**config.mk**
```make
export PLATFORM = sky130hd
export DESIGN_NAME = mp_ooo_tag_array_ctrl
export DESIGN_NICKNAME = d
export VERILOG_FILES = /design/src/rtl/mp_ooo_tag_array_ctrl.sv
export SDC_FILE = /design/constraint.sdc
export NUM_CORES = 2
export LEC_CHECK = 0
export CORE_MARGIN = 2
export CORE_UTILIZATION = 55
export DETAILED_ROUTE_END_ITERATION = 10
export PLACE_DENSITY_LB_ADDON = 0.2
export SLEW_MARGIN = 10
export SYNTH_ARGS = -nofsm -noshare
export SYNTH_HDL_FRONTEND = slang
export SYNTH_SLANG_ARGS = --single-unit
```
**constraint.sdc**
```tcl
create_clock -name clk0 -period 13.6 [get_ports clk0]
set_input_delay 2.72 -clock clk0 [delete_from_list [all_inputs] [get_ports clk0]]
set_output_delay 2.72 -clock clk0 [all_outputs]
set_load 0.02 [all_outputs]
```
**src/rtl/mp_ooo_tag_array_ctrl.sv**
```systemverilog
// Single-port tag store with per-entry valid bits, bit-masked writes, flash invalidate and a post-reset init sweep.
// Optional even parity per entry and the perr0 output are enabled by defining TAG_ARRAY_PARITY_EN.
module mp_ooo_tag_array_ctrl #(
   parameter int unsigned           DATA_WIDTH = 21,
   parameter int unsigned           ADDR_WIDTH = 6,
   parameter logic [DATA_WIDTH-1:0] INIT_VALUE = '0
) (
   input  logic                  clk0,
   input  logic                  rst0,
   input  logic                  csb0,
   input  logic                  web0,
   input  logic [ADDR_WIDTH-1:0] addr0,
   input  logic [DATA_WIDTH-1:0] din0,
   input  logic [DATA_WIDTH-1:0] wmask0,
   input  logic                  inv0,
   output logic                  ready0,
   output logic [DATA_WIDTH-1:0] dout0,
   output logic                  dout_valid0
`ifdef TAG_ARRAY_PARITY_EN
   ,
   output logic                  perr0
`endif
);

   localparam int unsigned RAM_DEPTH = 1 << ADDR_WIDTH;
   localparam int unsigned CNT_W     = ADDR_WIDTH + 1;
`ifdef TAG_ARRAY_PARITY_EN
   localparam int unsigned MEM_W     = DATA_WIDTH + 1;
`else
   localparam int unsigned MEM_W     = DATA_WIDTH;
`endif

   typedef enum logic {
      ST_INIT = 1'b0,
      ST_IDLE = 1'b1
   } state_t;

   state_t                  state, state_nxt;
   logic [CNT_W-1:0]        cnt, cnt_nxt;
   logic [ADDR_WIDTH-1:0]   addr_reg, addr_reg_nxt;
   logic [RAM_DEPTH-1:0]    valid, valid_nxt;
   logic [MEM_W-1:0]        mem [RAM_DEPTH];

   logic                    mem_we;
   logic [ADDR_WIDTH-1:0]   mem_addr;
   logic [MEM_W-1:0]        mem_wdata;
   logic [MEM_W-1:0]        init_word;
   logic [MEM_W-1:0]        wr_word;
   logic [DATA_WIDTH-1:0]   merged;
   logic [MEM_W-1:0]        rd_word;

   // Merge new data into the currently stored tag under the bit mask.
   always_comb begin
      merged = (mem[addr0][DATA_WIDTH-1:0] & ~wmask0) | (din0 & wmask0);
`ifdef TAG_ARRAY_PARITY_EN
      wr_word   = {^merged, merged};
      init_word = {^INIT_VALUE, INIT_VALUE};
`else
      wr_word   = merged;
      init_word = INIT_VALUE;
`endif
   end

   // Next-state: init sweep, then request accept / flash invalidate.
   always_comb begin
      state_nxt    = state;
      cnt_nxt      = cnt;
      addr_reg_nxt = addr_reg;
      valid_nxt    = valid;
      mem_we       = 1'b0;
      mem_addr     = '0;
      mem_wdata    = '0;
      case (state)
         ST_INIT: begin
            mem_we    = 1'b1;
            mem_addr  = cnt[ADDR_WIDTH-1:0];
            mem_wdata = init_word;
            valid_nxt = '0;
            cnt_nxt   = cnt + CNT_W'(1);
            if (cnt == CNT_W'(RAM_DEPTH - 1)) begin
               state_nxt = ST_IDLE;
            end
         end
         ST_IDLE: begin
            if (inv0) begin
               valid_nxt = '0;
            end
            if (!csb0) begin
               addr_reg_nxt = addr0;
               if (!web0) begin
                  mem_we           = 1'b1;
                  mem_addr         = addr0;
                  mem_wdata        = wr_word;
                  valid_nxt[addr0] = 1'b1;
               end
            end
         end
         default: state_nxt = ST_INIT;
      endcase
   end

   always_ff @(posedge clk0 or posedge rst0) begin
      if (rst0) begin
         state    <= ST_INIT;
         cnt      <= '0;
         addr_reg <= '0;
         valid    <= '0;
      end else begin
         state    <= state_nxt;
         cnt      <= cnt_nxt;
         addr_reg <= addr_reg_nxt;
         valid    <= valid_nxt;
      end
   end

   // Tag storage carries no reset; the sweep initialises it.
   always_ff @(posedge clk0) begin
      if (mem_we) begin
         mem[mem_addr] <= mem_wdata;
      end
   end

   // Read port is combinational off the registered index; quiet until the sweep completes.
   always_comb begin
      rd_word     = mem[addr_reg];
      ready0      = (state == ST_IDLE);
      dout0       = ready0 ? rd_word[DATA_WIDTH-1:0] : '0;
      dout_valid0 = ready0 & valid[addr_reg];
`ifdef TAG_ARRAY_PARITY_EN
      perr0       = dout_valid0 & (^rd_word);
`endif
   end

endmodule
```
==> impl_metrics.yaml <==
critical_path:
  path_buf_inv: 3
  crit_fanout: 44
  crit_arrival_ns: 5.66
  cpMaxStageDelayCell: "dfrtp_4"
  cp_slowest_stage_delay_ns: 1.02
  critPathKind: "reg2out"
  start_kind: "register"
  worstSetupEndpointType: "primary output"
  critical_path_required_ns: 10.88
  crit_family: "buffers and inverters"
  cpMostUsedCell: "buf_4"
  path_cells: "buf_4 > buf_4 > mux4_1 > mux4_2 > nand2b_1 > nand3_1 > nand2_1 > clkdlybuf4s50_1"
synth:
  yosysUniqueCellTypes: 70
  ys.flop_type: "edfxtp_1"
  ys_seq_area_frac: 0.629
  synth_edf_count: 1344
  yosys_warnings: 0
  syn_area_per_cell_um2: 18.0
  netlist_area_mm2: 0.0672
  ys_async_sr_fraction: 0.0549
  synthCells: 3738
  ys_ff_latch: 1422
  syn_nets: 3792
floorplanning:
  start_util: 0.553
  fp.dieH_um: 354
  dieArea_mm2: 0.125
  rows: 128
  core_area_mm2: 0.122
  die-width_um: 354
  io_pins: 76
layout:
  layout-drive-gt1-share: 0.273
  multiInputGateArea_mm2: 0.0237
  syn2layout_area_growth_pct: 11.6
  ff_latch_area_mm2: 0.0423
  largest_reg_flops: 1344
  n_fill_cell: 8592
  final_cell_area_mm2: 0.0750
  instances_no_fill: 5575
  layout.nets: 3881
  largestRegisters: "mem x1344, valid x64, cnt x7"
  regMostFlops: "mem"
outcome:
  status: "finished clean"
sta:
  maxSlewViolCount: 0
  setup_viol_count_final: 0
  finClkSkew_ns: 0.0370
  layout_min_cycle_time_ns: 8.38
  tns_ns: 0
  fmax_mhz: 119
  min_period_over_period: 0.616
  relSlewSlack: 0.142
  worst_pin_slew_ns: 1.29
  finalHoldViolCount: 0
  setup_slack_ns: 5.22
  hold_ws_ns: 0.483
  rsz0062_at_grt: "false"
clocking:
  cts_tree: "built"
  worstSkewPairLatency_ns: 0.81
  cts_buffers: 150
  clock-sinks: 1422
  cts_max_level: 4
  clock-root-buffer: "clkbuf_16"
  path_clk_slew_ns: 0.06
  ctsHoldBuffers: 0
  cts_buffer_depth: 3
  cts_setup_buffers: 0
  post_cts_resized: 0
power_and_ir_drop:
  switchingPower_uw: 1950
  p_clk_frac: 0.441
  seq_power_share: 0.525
  p_leak_uw: 0.0195
  switching_share: 0.217
  p_int_uw: 7040
  ir_worst_vdd_v: 0.000144
  p_comb_frac: 0.035
  power_density_mw_per_mm2: 120
place:
  hpwl_mm: 136
  port_buffers: 75
  dp_cells: 5300
  dpl_worst_slack_ns: 5.97
  postPlaceCellArea_mm2: 0.0704
  place.gp.congestion: 0.909
detailed_routing:
  routedWlPerCell_um: 42.9
  viasPerCell: 7.66
  drt-initial-drc-count: 7895
  ant_nets: 0
  wl_mm: 239
  post-route-drc-count: 0
  dr.pass1.iters: 6
  vias: 42700
global_routing:
  grt_pass1_vias: 40600
  grt_overflow: 0
  grt_max_degree: 136
  grt_pass1_wl_mm: 328
  antenna_found_initial: 9
  grt_usage: 0.384
worst_hold_path:
  hold_class: "reg2reg"
flow_run:
  max-cap-violations: 0
==> metrics by stage <==
| step | utilization | total power, uW |
|---|---|---|
| final | 0.617 | 8990 |
| after global routing | 0.617 | 9170 |
| after CTS | 0.617 | 8990 |
| after detailed placement | 0.579 | 5110 |
| after global placement | 0.579 | 5110 |
| after floorplan | - | 4980 |
==> kinds of logic after synthesis <==
group / count (synthesis) / share of synthesized area
multiplexers: 970 / 0.254
buffers and inverters: 372 / 0.0304
AND/OR/NAND/NOR: 450 / 0.0321
adder cells (fa/ha/maj): 1 / 0.000186
AO/OA/AOI/OAI: 517 / 0.0526
XOR/XNOR: 6 / 0.000782
flip-flops: 1422 / 0.629
==> path summary, 6_finish.rpt <==
kind | endpoint | cells after the start | start | slack, ns
hold / removal | ready0$_DFF_PP0_ | 1 | cnt[6]$_DFFE_PP0N_ | 0.48
hold reg to reg | ready0$_DFF_PP0_ | 1 | cnt[6]$_DFFE_PP0N_ | 0.48
setup / recovery | dout0[17] | 8 | addr_reg[0]$_DFFE_PP0P_ | 5.22
max in group asynchronous | addr_reg[1]$_DFFE_PP0P_ | 3 | rst0 | 10.19
setup reg to reg | mem[33][20]$_DFFE_PP_ | 6 | ready0$_DFF_PP0_ | 8.99
min in group asynchronous | addr_reg[2]$_DFFE_PP0P_ | 3 | rst0 | 2.61
==> cell usage in the layout (no fill, tap or decap), types with 72 or more instances in the layout <==
cell type and n:
a22oi_1 143, buf_4 149, clkbuf_16 156, dfrtp_1 72, edfxtp_1 1344, inv_1 74, mux2i_1 343, mux4_2 558
nand2_1 101, o22ai_1 99
==> cell type report <==
type	count	share of cell area
Sequential cell	1422	0.564
Inverter	78	0.00395
Multi-Input combinational cell	1944	0.316
Tap cell	1625	0.0271
Antenna cell	4	0.000133
Clock inverter	74	0.00759
Clock buffer	197	0.0545
Timing Repair Buffer	231	0.0269
==> Yosys cell counts, drive strengths merged, types with 2 or more instances <==
master	instances	area, um^2
nand2	103	387
o221a	2	22.5
and3	6	37.5
a2111oi	4	35.0
o21ai	53	265
nor2	123	462
buf	194	1330
dfrtp	78	1950
nand3b	4	30.0
a21oi	68	340
mux2	47	529
and2	60	375
o2bb2ai	3	26.3
or2	2	12.5
a211oi	6	45.0
o211ai	23	173
nor2b	29	181
edfxtp	1344	40400
nor4	4	25.0
a21boi	2	15.0
nand2b	20	125
or3	6	37.5
xnor2	5	43.8
clkbuf	96	378
a221o	2	20.0
a22oi	143	1070
a31oi	31	194
mux4	580	13100
a211o	2	17.5
o311a	2	20.0
a22o	5	43.8
mux2i	343	3430
o311ai	3	26.3
nor3	21	105
nand4	5	31.3
dlygate4sd1	2	17.5
a32oi	4	35.0
o221ai	4	35.0
o21a	2	15.0
a221oi	50	438
o22ai	99	619
nand3	65	325
inv	78	293
==> power by group through the flow <==
stage	registers (uW)	clock network, uW	logic, uW
CTS	4720	3980	299
detailed placement	4810	0	298
floorplan	4810	0	172
finish	4720	3960	311
global route	4720	4140	312
global placement	4810	0	297
==> routing by layer <==
layer	share of wire	global-route usage
met4	0.063	0.202
met2	0.43	0.543
met3	0.16	0.126
met1	0.34	0.534
met5	0.00011	0
Power figures use the tool's default switching activity.
